<file path="src/rtl/debounce_channel.sv">
// One switch channel: two-flop synchronizer followed by a stability filter that
// updates the level only after the input has differed from it for STABLE_CYCLES cycles.
module debounce_channel #(
    parameter int STABLE_CYCLES = 50000,
    parameter int CNT_W         = 16
) (
    input  logic clk,
    input  logic rst_n,
    input  logic sw_raw,
    output logic level,
    output logic rise,
    output logic fall
);

    localparam logic STABLE   = 1'b0;
    localparam logic SETTLING = 1'b1;
    localparam logic [CNT_W-1:0] CNT_LAST = CNT_W'(STABLE_CYCLES - 1);
    localparam logic [CNT_W-1:0] CNT_ONE  = CNT_W'(1);

    (* ASYNC_REG = "TRUE" *) logic s1_q;
    (* ASYNC_REG = "TRUE" *) logic s2_q;

    logic             state_q, state_d;
    logic [CNT_W-1:0] cnt_q, cnt_d;
    logic             level_q, level_d;
    logic             rise_q, rise_d;
    logic             fall_q, fall_d;

    // A single-cycle filter accepts straight from STABLE, so SETTLING is never entered.
    always_comb begin
        state_d = state_q;
        cnt_d   = cnt_q;
        level_d = level_q;
        rise_d  = 1'b0;
        fall_d  = 1'b0;
        case (state_q)
            STABLE: begin
                if (s2_q != level_q) begin
                    if (STABLE_CYCLES == 1) begin
                        level_d = s2_q;
                        rise_d  = s2_q;
                        fall_d  = ~s2_q;
                    end else begin
                        state_d = SETTLING;
                        cnt_d   = CNT_ONE;
                    end
                end
            end
            default: begin
                if (s2_q == level_q) begin
                    state_d = STABLE;
                    cnt_d   = '0;
                end else if (cnt_q == CNT_LAST) begin
                    state_d = STABLE;
                    cnt_d   = '0;
                    level_d = s2_q;
                    rise_d  = s2_q;
                    fall_d  = ~s2_q;
                end else begin
                    cnt_d = cnt_q + CNT_ONE;
                end
            end
        endcase
    end

    always_ff @(posedge clk or negedge rst_n) begin
        if (!rst_n) begin
            s1_q    <= 1'b0;
            s2_q    <= 1'b0;
            state_q <= STABLE;
            cnt_q   <= '0;
            level_q <= 1'b0;
            rise_q  <= 1'b0;
            fall_q  <= 1'b0;
        end else begin
            s1_q    <= sw_raw;
            s2_q    <= s1_q;
            state_q <= state_d;
            cnt_q   <= cnt_d;
            level_q <= level_d;
            rise_q  <= rise_d;
            fall_q  <= fall_d;
        end
    end

    assign level = level_q;
    assign rise  = rise_q;
    assign fall  = fall_q;

endmodule

</file>
<file path="src/rtl/switch_debounce.sv">
// Debounces N_CH independent switch inputs into clean levels and edge pulses;
// the top only validates parameters and fans channels out.
module switch_debounce #(
    parameter int N_CH          = 2,
    parameter int STABLE_CYCLES = 50000,
    parameter int CNT_W         = 16
) (
    input  logic            clk,
    input  logic            rst_n,
    input  logic [N_CH-1:0] sw_raw,
    output logic [N_CH-1:0] level,
    output logic [N_CH-1:0] rise,
    output logic [N_CH-1:0] fall
);

    // The counter must be able to reach STABLE_CYCLES-1 without wrapping.
    if (STABLE_CYCLES < 1 || STABLE_CYCLES > (1 << 20) ||
        (64'd1 << CNT_W) < 64'(STABLE_CYCLES)) begin : g_param_err
        $error("switch_debounce: illegal STABLE_CYCLES/CNT_W combination");
    end

    for (genvar i = 0; i < N_CH; i++) begin : g_ch
        debounce_channel #(
            .STABLE_CYCLES(STABLE_CYCLES),
            .CNT_W        (CNT_W)
        ) u_ch (
            .clk   (clk),
            .rst_n (rst_n),
            .sw_raw(sw_raw[i]),
            .level (level[i]),
            .rise  (rise[i]),
            .fall  (fall[i])
        );
    end

endmodule
</file>
<file path="config.mk">
export PLATFORM = sky130hd
export DESIGN_NAME = switch_debounce
export DESIGN_NICKNAME = d
export VERILOG_FILES = /design/src/rtl/debounce_channel.sv /design/src/rtl/switch_debounce.sv
export SDC_FILE = /design/constraint.sdc
export NUM_CORES = 1
export LEC_CHECK = 0
export CORE_ASPECT_RATIO = 1.2
export CORE_MARGIN = 5
export CORE_UTILIZATION = 50
export CTS_BUF_LIST = sky130_fd_sc_hd__clkbuf_2
export DETAILED_ROUTE_END_ITERATION = 8
export GPL_TIMING_DRIVEN = 0
export HOLD_SLACK_MARGIN = 0.1
export PLACE_DENSITY = 0.76
export SYNTH_ARGS = -nofsm -noshare
export SYNTH_HDL_FRONTEND = slang
export SYNTH_SLANG_ARGS = --single-unit
export TNS_END_PERCENT = 5
</file>
<file path="constraint.sdc">
create_clock -name clk -period 2.1 [get_ports clk]
set_input_delay 0.315 -clock clk [delete_from_list [all_inputs] [get_ports clk]]
set_output_delay 0.315 -clock clk [all_outputs]
set_load 0.05 [all_outputs]
</file>
# --- After elaboration in Yosys (flattened, before gate mapping) ---
# Index checks and enable logic that the tools add are counted.
word_totals:
  ff_bits: 44
  latchBits: 0
  mem_bits_rw: 0
  mem_bits_ro: 0
  input_bits: 4
  out_inout_bits: 6
  word_cells: 58
  memories: 0
op_classes:
  addsub: 2
  mul: 0
  div_mod_pow: 0
  order_cmp: 0
  n_eq_ne: 6
  shifts: 0
  mux: 28
  bitwise: 4
  reduce_logical: 4
ops:
  columns: ["cell", "n"]
  rows:
  - ["$mux 16", 8]
  - ["$add 16x1->16 const B", 2]
  - ["$eq 16x16->1 const B", 2]
  - ["$mux 1", 20]
  - ["$reduce_and 3->1", 2]
  - ["$not 1->1", 4]
  - ["$reduce_bool 2->1", 2]
  - ["$eq 1x1->1", 2]
  - ["$ne 1x1->1", 2]

# --- Depth between registers and ports, before layout ---
logic_depth:
  word_depth: 4
  ltp_mapped: 7
  depth_no_buf: 6

# --- By module ---
# From an unflattened synthesis, not the netlist that was laid out.
unflattened:
  cells_unflattened: 236
  hier_area_um2: 2474.9
by_module_without_submodules:
  columns: ["mod", "n_inst", "cells_per_inst", "area_per_inst_um2", "seq_area_each_um2"]
  rows:
  - ["debounce_channel", 2, 118, 1237.4, 550.5]

# --- Worst setup path after synthesis ---
# OpenSTA, ideal clock, no wires.
synth_timing:
  kind: "register -> register"
  start: "register g_ch[1].u_ch.cnt_q[7]"
  end: "register g_ch[1].u_ch.cnt_q[15]"
  setup_time_ns: 0.121
  arrival_time_ns: 1.906
  t_required_ns: 1.979
  path_slack_ns: 0.073
  path_stages_with_launch: 7
  n_path_buf: 2
  synth_period_minus_slack_ns: 2.027
  cell_sequence: "dfrtp_1 -> buf_2 -> or4b_4 -> nor4_4 -> nor2_2 -> buf_2 -> a22o_1"
synth_via:
  elab_chain_len: 4
  word_cells_on_any_way: 5
  cone_classes: "add/sub: 1; eq/ne: 1; mux: 3"
synth_rtl:
  columns: ["item", "line_no", "source"]
  rows:
  - ["start: declaration", "debounce_channel.sv:24", "logic [CNT_W-1:0] cnt_q, cnt_d;"]
  - ["start signal: assignment", "debounce_channel.sv:79", "cnt_q <= cnt_d;"]
  - ["$add 16x1->16 / $eq 16x16->1 (equally long branches)", "debounce_channel.sv:60, debounce_channel.sv:53", null]
  - ["$mux 16 *", "debounce_channel.sv:53", "end else if (cnt_q == CNT_LAST) begin"]
  - ["$mux 16 *", "debounce_channel.sv:50", "if (s2_q == level_q) begin"]
  - ["$mux 16 *", "debounce_channel.sv:36", "case (state_q)"]
# Every way passes the cells marked *; elsewhere a longest branch is shown, timed or not.
# A chain may end at the register's enable or synchronous reset.

# --- Worst setup path in the final report ---
layout_timing:
  start: "register g_ch[0].u_ch.cnt_q[7]"
  end: "register g_ch[0].u_ch.cnt_q[3]"
layout_via:
  elab_chain_len: 4
layout_rtl:
  columns: ["item", "line_no"]
  rows:
  - ["start: declaration", "debounce_channel.sv:24"]
  - ["start signal: assignment", "debounce_channel.sv:79"]
  - ["$eq 16x16->1", "debounce_channel.sv:53"]
  - ["$mux 16", "debounce_channel.sv:53"]
  - ["$mux 16", "debounce_channel.sv:50"]
  - ["$mux 16", "debounce_channel.sv:36"]
# No other way between the ends.

==> results.md <==
- Status: finished with violations
- Failing checks: negative setup slack
- Fin crit period: 2110 ps
- Hold WC Path Type: in -> async
- Vias in the first global route: 1,788
- Largest cells by area after synthesis: dfrtp_1 49%, a31oi_1 4.4%, nand3_1 4.2%
- Final Hold Vio Count: 0
- Root Buffer: clkbuf_2
- Initial core utilization: 52.4%
- Routed vias: 1,884
- Critical Path RT: 2420 ps
- Max Freq: 0.473 GHz
- Vias per cell: 5.91
- Die height: 83.8 microns
- CTS tree: yes
- # IOs: 10
- Comb power frac: 9.2%
- Gr usage total: 16.6%
- Pwr dens: 516 nW/um^2
- Fin cells: 319
- Dominant synthesized flop cell: dfrtp_1
- Final Skew: 18.5 ps
- Average size of a mapped cell: 9.77 sq um
- Routed WL per cell: 15.0 microns
- Design internal power: 0.998 mW
- Yosys warns: 0
- Synthesized net count: 238
- Setup CP Type: reg -> reg
- Clock Tree Buf Depth: 2
- Least-Margin Pin Slew: 604 ps
- Slowest-stage cell, CP: or4b_4
- Area grow syn2layout: 16.8%
- Gate count of the mapped netlist: 232
- DIE AREA: 5990 sq um
- Post-synthesis sequential area ratio: 48.6%
- Area leader, netlist: dfrtp_1
- 1st-iter DRT viols: 84
- Setup violators final: 1
- Post-synth cell types: 43
- Peak supply drop: 0.387 mV
- Sequential power share: 64.5%
- Post-Place Setup Slack: -140 ps
- Cell Chain, Critical Path: buf_2, or4b_4, nor4_4, nor2_2, buf_4, a21o_1, a22o_1
- CP Capture Type: register
- Initial antenna violation count: 0
- Cell area after synthesis: 2270 sq um
- Net Sw Frac: 27.0%
- CTS Buf Count: 5
- GR Overflow Total: 0
- Worst-skew pair later-pin latency: 410 ps
- Worst-path fanout max: 10
- Routed wire length: 4.79 mm
- Gpl congestion: 0.851
- Sw Pwr: 0.369 mW
- Final Core Density: 61.2%
- Worst setup SP type: register
- Antenna viol nets, final: 0
- Nets: 268
- H-tree lvl count: 2
- Crit-path max cell delay: 510 ps
- DRT Pass-1 Iters: 4
- Area of the multi-input gates: 1110 sq um
- Core Region: 4330 sq um
- Drt drc: 0
- Final Max Slew Viols: 0
- Area share of the largest cell type after synthesis: 48.6%
- Most common cell in the netlist: dfrtp_1
- Final cycle utilization of the critical path: 101%
- Clock power share: 26.3%
- RSZ-0062 raised after global routing: true
- Synth top cells by count: 44 x dfrtp_1, 20 x nand2_1, 19 x nand3_1
- Flip-flop and latch area: 1110 sq um
- Post-synth EDFFs: 0
- Final worst slack: -13.2 ps
- Crit path DAT: 2430 ps
- Register bit total from synthesis: 44
- Clock transition at path regs: 240 ps
- Largest net degree at the start of global routing: 36
- Layout cells sized above 1: 22.1%
- Filler cells: 343
- Placed Instances: 298
- CTS Sinks: 44
- DP HPWL: 3.16 mm
- Rows: 26
- First-pass GRT wire length: 8.11 mm
- Worst rel slew slack: 59.6%
- Asr flop ratio synth: 100%
- Max Cap Viol: 0
- ANT cells: 0
- Leakage: 1.21 nW
- Port Buffers: 9
- Chip width: 71.5 microns
[through the flow]
step                      instance area [sq um]  hold WS, ps  power (mW)  setup TNS [ps]
final                                      2650          253        1.37           -13.2
after global routing                       2650          216        1.46            -196
after CTS                                  2530          227        1.37           -25.7
after detailed placement                   2440          195        1.01           -2430
after global placement                     2430          334        1.00          -18640
after floorplan                            2270         19.4       0.960               0
[sequential cells by signal (all words and copies together) (netlist names)]
| name | cells |
|---|---|
| g_ch.u_ch.s1_q | 2 |
| g_ch.u_ch.rise | 2 |
| g_ch.u_ch.fall | 2 |
| g_ch.u_ch.state_q | 2 |
| g_ch.u_ch.cnt_q | 32 |
| g_ch.u_ch.level | 2 |
| g_ch.u_ch.s2_q | 2 |
[worst paths after layout]
| path | start | endpoint | slack [ps] | depth (start not counted) |
|---|---|---|---|---|
| max | g_ch[0].u_ch.cnt_q[7]$_DFFE_PN0P_ | g_ch[0].u_ch.cnt_q[3]$_DFFE_PN0P_ | -10 | 7 |
| min | rst_n | g_ch[1].u_ch.cnt_q[6]$_DFFE_PN0P_ | 250 | 2 |
| max reg2reg | g_ch[0].u_ch.cnt_q[7]$_DFFE_PN0P_ | g_ch[0].u_ch.cnt_q[3]$_DFFE_PN0P_ | -10 | 7 |
| min reg2reg | g_ch[1].u_ch.s1_q$_DFF_PN0_ | g_ch[1].u_ch.s2_q$_DFF_PN0_ | 380 | 0 |
| max in group asynchronous | rst_n | g_ch[0].u_ch.cnt_q[8]$_DFFE_PN0P_ | 1370 | 3 |
| min in group clk | sw_raw[1] | g_ch[1].u_ch.s1_q$_DFF_PN0_ | 310 | 1 |
[what timing repair did]
item	in CTS	in global routing
gates resized for setup	10	14
endpoints found under the setup margin	30	28
hold endpoints to repair	44	0
hold buffers	1	0
pin swaps	3	6
setup buffers	2	11
[area by class of cell]
class                      instances  share of cell area (%)
buffer                            13                    3.50
clock inverter                     3                   0.709
clock buffer                       5                   0.945
sequential                        44                    41.8
tap                               56                    2.65
multi-input combinational        170                    41.9
timing repair buffer              24                    7.98
inverter                           4                   0.567
[per-layer routing]
layer  up-vias  routed length, microns  global-route usage, %
li1        918                       -                      -
met1       910                    2120                   20.4
met2        46                    2400                   27.1
met3        10                     199                   4.22
met4         0                      71                   7.52
met5         -                       0                      0
[logic make-up (layout without fill, tap and decap cells)]
family / after synthesis / count (layout) / share of synthesized area, %
compound gates: 59 / 59 / 17.0
xor+xnor: 2 / 2 / 0.773
fa+ha+maj: 2 / 2 / 1.10
buf+inv: 18 / 49 / 4.53
flops: 44 / 44 / 48.6
mux: 7 / 7 / 3.20
simple gates: 100 / 100 / 24.8
[worst max-delay path, delay by kind of cell (launching register included)]
| family | cells | cell delay [ps] |
|---|---|---|
| flops | 1 | 400 |
| compound gates | 2 | 350 |
| buf+inv | 2 | 360 |
| simple gates | 3 | 920 |
[power groups by stage]
stage	clock network (mW)	logic, mW	registers [mW]
after detailed placement	0	0.111	0.896
after global placement	0	0.105	0.895
after global routing	0.428	0.142	0.885
final	0.360	0.125	0.882
after floorplan	0	0.0676	0.893
after CTS	0.379	0.114	0.881
[placed cells by master (no fill, tap or decap), drive strengths merged]
cell type and instances:
a21o 8, a21oi 14, a22o 9, a31oi 16, a32o 1, a41oi 1
and3 3, and4 2, buf 30, clkbuf 5, clkdlybuf4s50 6, clkinv 3
dfrtp 44, dlygate4sd3 1, ha 2, inv 4, mux2 2, mux2i 5
nand2 20, nand2b 2, nand3 19, nand4 4, nand4b 1, nand4bb 1
nor2 19, nor2b 2, nor3 4, nor3b 5, nor4 4, o21ai 8
o21ba 1, o31ai 1, or2 4, or3 5, or4 1, or4b 3
or4bb 1, xor2 2
(Power assumes the default switching activity.)
==> edit: new RTL, same flow settings <==
Put a register stage on the output `level`, without a reset. The value now appears one clock later. The other outputs are not delayed to match. Comments in the files are not updated.
--- a/src/rtl/switch_debounce.sv
+++ b/src/rtl/switch_debounce.sv
@@ -13,6 +13,8 @@
     output logic [N_CH-1:0] fall
 );
 
+    logic [N_CH-1:0] level_c;
+
     // The counter must be able to reach STABLE_CYCLES-1 without wrapping.
     if (STABLE_CYCLES < 1 || STABLE_CYCLES > (1 << 20) ||
         (64'd1 << CNT_W) < 64'(STABLE_CYCLES)) begin : g_param_err
@@ -27,10 +29,14 @@
             .clk   (clk),
             .rst_n (rst_n),
             .sw_raw(sw_raw[i]),
-            .level (level[i]),
+            .level (level_c[i]),
             .rise  (rise[i]),
             .fall  (fall[i])
         );
     end
 
+    always_ff @(posedge clk) begin
+        level <= level_c;
+    end
+
 endmodule
Formal check against the unedited RTL: no difference found for any inputs over 10 cycles, from zero or initial values and one cycle with rst_n low; that may be too few to reach the edited logic, so the function may still have changed.
==> edit against the original RTL <==
- hold slack better by 0.034 ns
- area after synthesis grew 8.2%
- sequential cell count is 2 higher
- synthesized cell count increased by 4.3%
- sequential share of layout area fell by 0.48 points
- design area grew 4.6%
- clock skew up 0.00084 ns
- die area increased by 7.1%
- count of clock-buffer cells in the layout unchanged
- fmax increased by 2.3%
- routed wire length grew 16%
- largest power group unchanged
- worst setup slack better by 0.048 ns
- total power grew 9.4%
==> edit: results (changes against the original RTL) <==
status: "finished clean"
post-dp-hpwl_mm: 3.768  # +19%
drt-vias-per-instance: 6.505  # +10%
max-slew-margin-rel: 0.6669  # +0.07132
wire_per_inst_um: 17.25  # +15%
gp_congestion: 0.8753  # +2.9%
synth_nets: 248  # +4.2%
finClkSkew_ns: 0.01937  # +0.0008362 ns
seqPwrFrac: 0.617  # -0.028
dr.first_iter.drc_count: 171  # +100%
vdd_drop_max_uv: 398.5  # +2.9%
cpPeakStageDelay_ns: 0.56  # +0.05 ns
grt_usage: 0.1787  # +0.01256
grt_pass1_vias: 2043  # +14%
antenna_cells: 0  # unchanged
grt_start_max_net_pins: 33  # -8.3%
synth_cell_type_count: 49  # +14%
worstPathMaxFanout: 7  # -3
switching_share: 0.2415  # -0.02834
drive_gt1_frac: 0.1331  # -0.08745
synth.area.top_cells: "dfrtp_1 45%, nor4_1 3.8%, a22o_1 2.9%"
power_mw: 1.496  # +9.4%
combinationalPowerShare: 0.070  # -0.022
yosysSeqAreaShare: 0.4651  # -0.02058
n_fill_cell: 416  # +21%
synth_common_cells: "44 x dfrtp_1, 16 x nand2_1, 15 x nor4_1, 13 x nor2_1, 10 x nor3_1"
setup_viol: 0  # -1
grt_pass1_wl_mm: 9.121  # +12%
ys_async_sr_fraction: 0.9565  # -0.04348
finalNetCount: 269  # +0.37%
-- edit: cell count changes in the layout (fill, tap and decap cells not counted), sizes merged, moves of 5 or more --
cell,before,now
a21o,8,1
a21oi,14,1
a31oi,16,9
buf,30,11
clkbuf,5,12
mux2i,5,0
nand3,19,9
nor2,19,13
nor3,4,10
nor4,4,16
o21a,0,6
o21ai,8,2
o311ai,0,6
o31ai,1,6
-- edit: repair_timing --
action                                  CTS  global route
setup buffers                             0             2
pin swaps                                 0             1
resized for setup                         3             8
hold buffers                              1             0
endpoints found under the setup margin   10            19
hold endpoints to repair                 44             0
gates cloned                              0             1
-- edit: area by class of cell --
| cell class | count | area share |
|---|---|---|
| clock inverter | 2 | 0.01220 |
| tap | 60 | 0.02710 |
| clock buffer | 5 | 0.009033 |
| multi-input combinational | 177 | 0.4413 |
| inverter | 6 | 0.008130 |
| sequential | 46 | 0.4133 |
| buffer | 13 | 0.03162 |
| timing repair buffer | 14 | 0.05736 |
-- edit: kinds of logic after synthesis --
| kind of cell | share of synthesized area |
|---|---|
| buffers and inverters | 0.04028 |
| flip-flops | 0.4651 |
| AND/OR/NAND/NOR | 0.2846 |
| AO/OA/AOI/OAI | 0.1754 |
| XOR/XNOR | 0.01071 |
| multiplexers | 0.01377 |
| adder cells (fa/ha/maj) | 0.01020 |
-- edit: stage by stage --
| stage | cells | area, um2 | TNS, ns |
|---|---|---|---|
| finish | 323 | 2770 | 0 |
| global route | 323 | 2770 | -0.08227 |
| CTS | 320 | 2710 | -0.1047 |
| detailed placement | 312 | 2634 | -0.1196 |
| global placement | 311 | 2619 | -23.85 |
| floorplan | 242 | 2454 | 0 |
-- edit: metal layers --
metal	routed length (um)	vias to the layer above	track usage
li1	-	999	-
met1	2439	1049	0.2211
met2	2838	39	0.3065
met3	165	14	0.03480
met4	127	0	0.06260
met5	0	-	0
-- edit: path summary, 6_finish.rpt --
| check | startpoint | endpoint | slack, ns | cells after the start |
|---|---|---|---|---|
| worst min-delay path | rst_n | g_ch[1].u_ch.fall | 0.29 | 2 |
| worst max register to register | g_ch[1].u_ch.cnt_q[4] | g_ch[1].u_ch.cnt_q[11] | 0.03 | 6 |
| worst max-delay path | g_ch[1].u_ch.cnt_q[4] | g_ch[1].u_ch.cnt_q[11] | 0.03 | 6 |
| max in group asynchronous | rst_n | g_ch[0].u_ch.cnt_q[6] | 1.32 | 3 |
| min in group clk | sw_raw[1] | g_ch[1].u_ch.s1_q | 0.32 | 1 |
| worst min register to register | g_ch[1].u_ch.s1_q | g_ch[1].u_ch.s2_q | 0.38 | 0 |
-- edit: worst max-delay path: cells and delay by family (launching register included) --
kind / cells / cell delay [ns]
flip-flops: 1 / 0.49
AO/OA/AOI/OAI: 1 / 0.31
buffers and inverters: 2 / 0.30
AND/OR/NAND/NOR: 3 / 0.90
